### src/rtl/booth_mult_seq.sv
// Sequential radix-2 Booth multiplier: one Booth step per clock on (WIDTH+1)-bit
// extended operands, with valid/ready handshakes on operands and product.
module booth_mult_seq #(
   parameter int WIDTH = 16,
   parameter int CNT_W = $clog2(WIDTH + 2)
) (
   input  logic                 clk,
   input  logic                 rst_n,
   input  logic                 in_valid,
   output logic                 in_ready,
   input  logic                 is_signed,
   input  logic [WIDTH-1:0]     mcand,
   input  logic [WIDTH-1:0]     mplier,
   input  logic                 abort,
   output logic                 out_valid,
   input  logic                 out_ready,
   output logic [2*WIDTH-1:0]   product
);

   localparam int XW = WIDTH + 1;

   typedef enum logic [1:0] {
      IDLE = 2'd0,
      RUN  = 2'd1,
      DONE = 2'd2
   } state_t;

   state_t state, state_nxt;

   logic signed [XW-1:0] acc;
   logic signed [XW-1:0] mreg;
   logic        [XW-1:0] qreg;
   logic                 q_m1;
   logic [CNT_W-1:0]     count;

   logic signed [XW-1:0] sum;
   logic signed [XW-1:0] acc_step;
   logic        [XW-1:0] q_step;
   logic                 q_m1_step;
   logic                 last_step;

   // One extra bit lets unsigned operands ride through signed Booth arithmetic exactly.
   function automatic logic signed [XW-1:0] extend(input logic [WIDTH-1:0] v,
                                                   input logic sgn);
      logic signed [XW-1:0] r;
      r = {sgn & v[WIDTH-1], v};
      return r;
   endfunction

   function automatic logic signed [XW-1:0] booth_add(input logic signed [XW-1:0] a,
                                                      input logic signed [XW-1:0] m,
                                                      input logic [1:0] pair);
      logic signed [XW-1:0] r;
      case (pair)
         2'b01:   r = a + m;
         2'b10:   r = a - m;
         default: r = a;
      endcase
      return r;
   endfunction

   always_comb begin
      sum       = booth_add(acc, mreg, {qreg[0], q_m1});
      acc_step  = {sum[XW-1], sum[XW-1:1]};
      q_step    = {sum[0], qreg[XW-1:1]};
      q_m1_step = qreg[0];
   end

   assign last_step = (state == RUN) && (count == CNT_W'(1));
   assign in_ready  = (state == IDLE);
   assign out_valid = (state == DONE);

   always_comb begin
      state_nxt = state;
      if (abort) begin
         state_nxt = IDLE;
      end else begin
         case (state)
            IDLE:    if (in_valid)  state_nxt = RUN;
            RUN:     if (last_step) state_nxt = DONE;
            DONE:    if (out_ready) state_nxt = IDLE;
            default: state_nxt = IDLE;
         endcase
      end
   end

   always_ff @(posedge clk or negedge rst_n) begin
      if (!rst_n) begin
         state <= IDLE;
      end else begin
         state <= state_nxt;
      end
   end

   // Abort freezes the datapath so product keeps its previous value.
   always_ff @(posedge clk or negedge rst_n) begin
      if (!rst_n) begin
         acc     <= '0;
         mreg    <= '0;
         qreg    <= '0;
         q_m1    <= 1'b0;
         count   <= '0;
         product <= '0;
      end else if (!abort) begin
         case (state)
            IDLE: begin
               if (in_valid) begin
                  mreg  <= extend(mcand, is_signed);
                  qreg  <= extend(mplier, is_signed);
                  acc   <= '0;
                  q_m1  <= 1'b0;
                  count <= CNT_W'(WIDTH + 1);
               end
            end
            RUN: begin
               acc   <= acc_step;
               qreg  <= q_step;
               q_m1  <= q_m1_step;
               count <= count - 1'b1;
               if (last_step) begin
                  product <= {acc_step[WIDTH-2:0], q_step};
               end
            end
            default: ;
         endcase
      end
   end

endmodule
### config.mk
export PLATFORM = sky130hd
export DESIGN_NAME = booth_mult_seq
export DESIGN_NICKNAME = d
export VERILOG_FILES = /design/src/rtl/booth_mult_seq.sv
export SDC_FILE = /design/constraint.sdc
export NUM_CORES = 1
export LEC_CHECK = 0
export ABC_AREA = 1
export CAP_MARGIN = 10
export CELL_PAD_IN_SITES_DETAIL_PLACEMENT = 1
export CELL_PAD_IN_SITES_GLOBAL_PLACEMENT = 1
export CORE_MARGIN = 2
export CORE_UTILIZATION = 48
export CTS_BUF_LIST = sky130_fd_sc_hd__clkbuf_8
export CTS_CLUSTER_SIZE = 10
export DETAILED_ROUTE_END_ITERATION = 12
export DONT_BUFFER_PORTS = 1
export PLACE_DENSITY = 0.88
export SLEW_MARGIN = 10
export SYNTH_ARGS = -nofsm -noshare
export SYNTH_HDL_FRONTEND = slang
export SYNTH_SLANG_ARGS = --single-unit
### constraint.sdc
create_clock -name clk -period 3.5 [get_ports clk]
set_input_delay 0.7 -clock clk [delete_from_list [all_inputs] [get_ports clk]]
set_output_delay 0.7 -clock clk [all_outputs]
set_load 0.005 [all_outputs]
==> out/summary.txt <==
Mapped Area - 5280 sq um
Global Route Usage Sum - 27.6%
number of hold buffers added after cts - 1
Seq cells post-synth - 90
residual DRC count - 0
Die Wd - 109 microns
P_leak - 3.00 nW
GRT overflow - 0
most frequent cells in the layout - nand2_1 (260), inv_1 (108), dfrtp_1 (90)
initial antenna violation count - 0
CP Capture Type - register
clock share of power - 14.9%
Critical Path RT - 3.78 ns
GP Congestion - 0.977
Layout area overhead - 5.69%
commonest non-fill, non-tap cell in the layout - nand2_1
routed wire length - 15,000 microns
largest net degree at the start of global routing - 91
status - finished, final reports clean
HP Class - input pin to async pin
core box area - 10,800 sq um
Post-CTS Resized - 0
Initial DRC Count - 242
Die H - 109 microns
Critical Path Fanout Max - 10
sequential-to-total area share from yosys stat - 42.7%
Root Buffer - clkbuf_8
sequential power share - 32.1%
critical path class - register to register
relative slew slack - 42.1%
I/O pin cnt - 72
Fillers - 1,373
setup violators final - 0
syn_area_per_cell - 7.48 sq um
final-report hold violation count - 0
Final Skew - 0.0123 ns
r2r setup slk - 0.28 ns
CTS clk-pin slew, worst paths - 0.09 ns
final worst setup slack - 0.275 ns
Syn. warnings - 0
initial core utilization - 48.9%
Setup TNS - 0 ns
multi-input logic area - 2460 sq um
WL per Instance - 17.8 microns
worst vdd ir - 461 uV
fin. max-slew vios - 0
dpl cells - 826
CTS tree - built
vias in the first global route - 4,834
RSZ-0062 raised after global routing - no
Tot Pwr - 5.37 mW
DRT Pass-1 Iters - 4
first-pass GRT wire length - 24,700 microns
worst skew pair latency - 0.39 ns
Syn Nets - 765
via count - 4,611
hold_ws - 0.190 ns
CTS Buf Count - 9
Gate power share - 53.0%
# rows - 38
synth unique cells - 35
Mapped Cells - 706
hpwl dp - 10,900 microns
f_max - 0.310 GHz
antenna viol nets, final - 0
Worst Path Arrival - 3.50 ns
pin slew with the least headroom to its limit - 0.864 ns
Sink Count - 90
Clock H-tree levels - 3
PD cells - 963 nW/um^2
Layout Nets - 757
startpoint types - register
Place WS - 0.375 ns
share of layout cells above drive strength 1 - 7.25%
internal power - 2.75 mW
Final min period - 3.22 ns
max_cap viols - 0
FF+latch area - 2250 sq um
sw frac - 48.8%
Psw - 2.62 mW
n_diodes - 0
CTS max path bufs - 2
Final period util - 92.1%
# Post-CTS Setup Buffers - 0
Post-Layout Cell Count - 843
area of the die - 11,800 sq um
vias per cell - 5.47
port buffer count - 0
==> registers in the layout (all words and copies together), names as in the netlist <==
name,count
q_m1,1
acc,16
mreg,17
qreg,17
count,5
product,32
state,2
==> cells by family after synthesis <==
kind of cell	count (synthesis)	synth area share [%]
and+or+nand+nor	349	26.9
AOI/OAI and AO/OA	92	11.4
adders and majority gates	21	5.12
xor gates and xnor gates	18	2.99
buffers and inverters	135	10.7
muxes	1	0.190
DFF	90	42.7
==> worst max-delay path, stage by stage (launching register included) <==
cell and delay [ns]:
dfrtp_1 0.38, inv_1 0.07, ha_1 0.34, inv_2 0.16, nand2_1 0.17, nand2_1 0.12, nor2_2 0.16, nand2_1 0.09
xor2_1 0.13, inv_1 0.09, ha_1 0.38, nand2_1 0.18, nor2_1 0.24, and2_1 0.16, nand2_1 0.07, nand3_1 0.09
nand3_1 0.10, nand3_1 0.12, nand2_1 0.05
==> metrics by stage <==
step	cell area (sq um)	util, %
after floorplan	5280	-
after global placement	5330	49.4
after detailed placement	5330	49.4
after CTS	5580	51.7
after global routing	5580	51.7
final	5580	51.7
==> cells in the mapped netlist (all sizes together) <==
cell,number,area share (%)
nor3,3,0.28
nand4,6,0.71
buf,16,2.2
dfrtp,90,43
o22ai,5,0.59
xnor2,3,0.50
nand3,39,3.8
clkbuf,5,0.38
ha,20,4.7
o221ai,15,2.5
nor2,34,2.8
fa,1,0.38
o31ai,1,0.14
nand2,260,18
a31oi,1,0.12
mux2i,1,0.19
inv,114,8.2
o211ai,2,0.28
and2,4,0.47
or2,3,0.36
a21o,1,0.14
o21ai,58,6.8
a21oi,9,0.85
xor2,15,2.5
==> worst paths after layout <==
| path | startpoint | endpoint | cells after the start |
|---|---|---|---|
| min | rst_n | qreg[2] | 1 |
| min reg2reg | product[16] | product[16] | 2 |
| min in group clk | out_ready | state[1] | 1 |
| max in group asynchronous | rst_n | acc[12] | 1 |
| max reg2reg | q_m1 | acc[13] | 18 |
| max | q_m1 | acc[13] | 18 |
==> metal layers <==
metal / track usage (%) / share of wire [%] / vias to the layer above
met1: 36.3 / 46 / 2263
met4: 11.5 / 2.8 / 0
met5: 0 / 0 / -
met2: 45.1 / 47 / 108
met3: 4.60 / 4.2 / 35
li1: - / - / 2205
==> final cells by class <==
type / count / share of cell area [%]
clock buffer: 12 / 2.96
inverter: 114 / 7.72
multi-input combinational: 481 / 44.2
clock inverter: 4 / 0.987
sequential: 90 / 40.4
tap: 140 / 3.14
timing repair buffer: 2 / 0.628
==> power by group through the flow <==
stage | sequential (mW) | combinational [mW] | clock [mW]
after CTS | 1.73 | 2.84 | 0.813
after global placement | 1.72 | 2.64 | 0
after detailed placement | 1.74 | 2.76 | 0
final | 1.73 | 2.85 | 0.800
after global routing | 1.77 | 3.25 | 0.847
after floorplan | 1.64 | 2.10 | 0
Power figures use the tool's default switching activity.
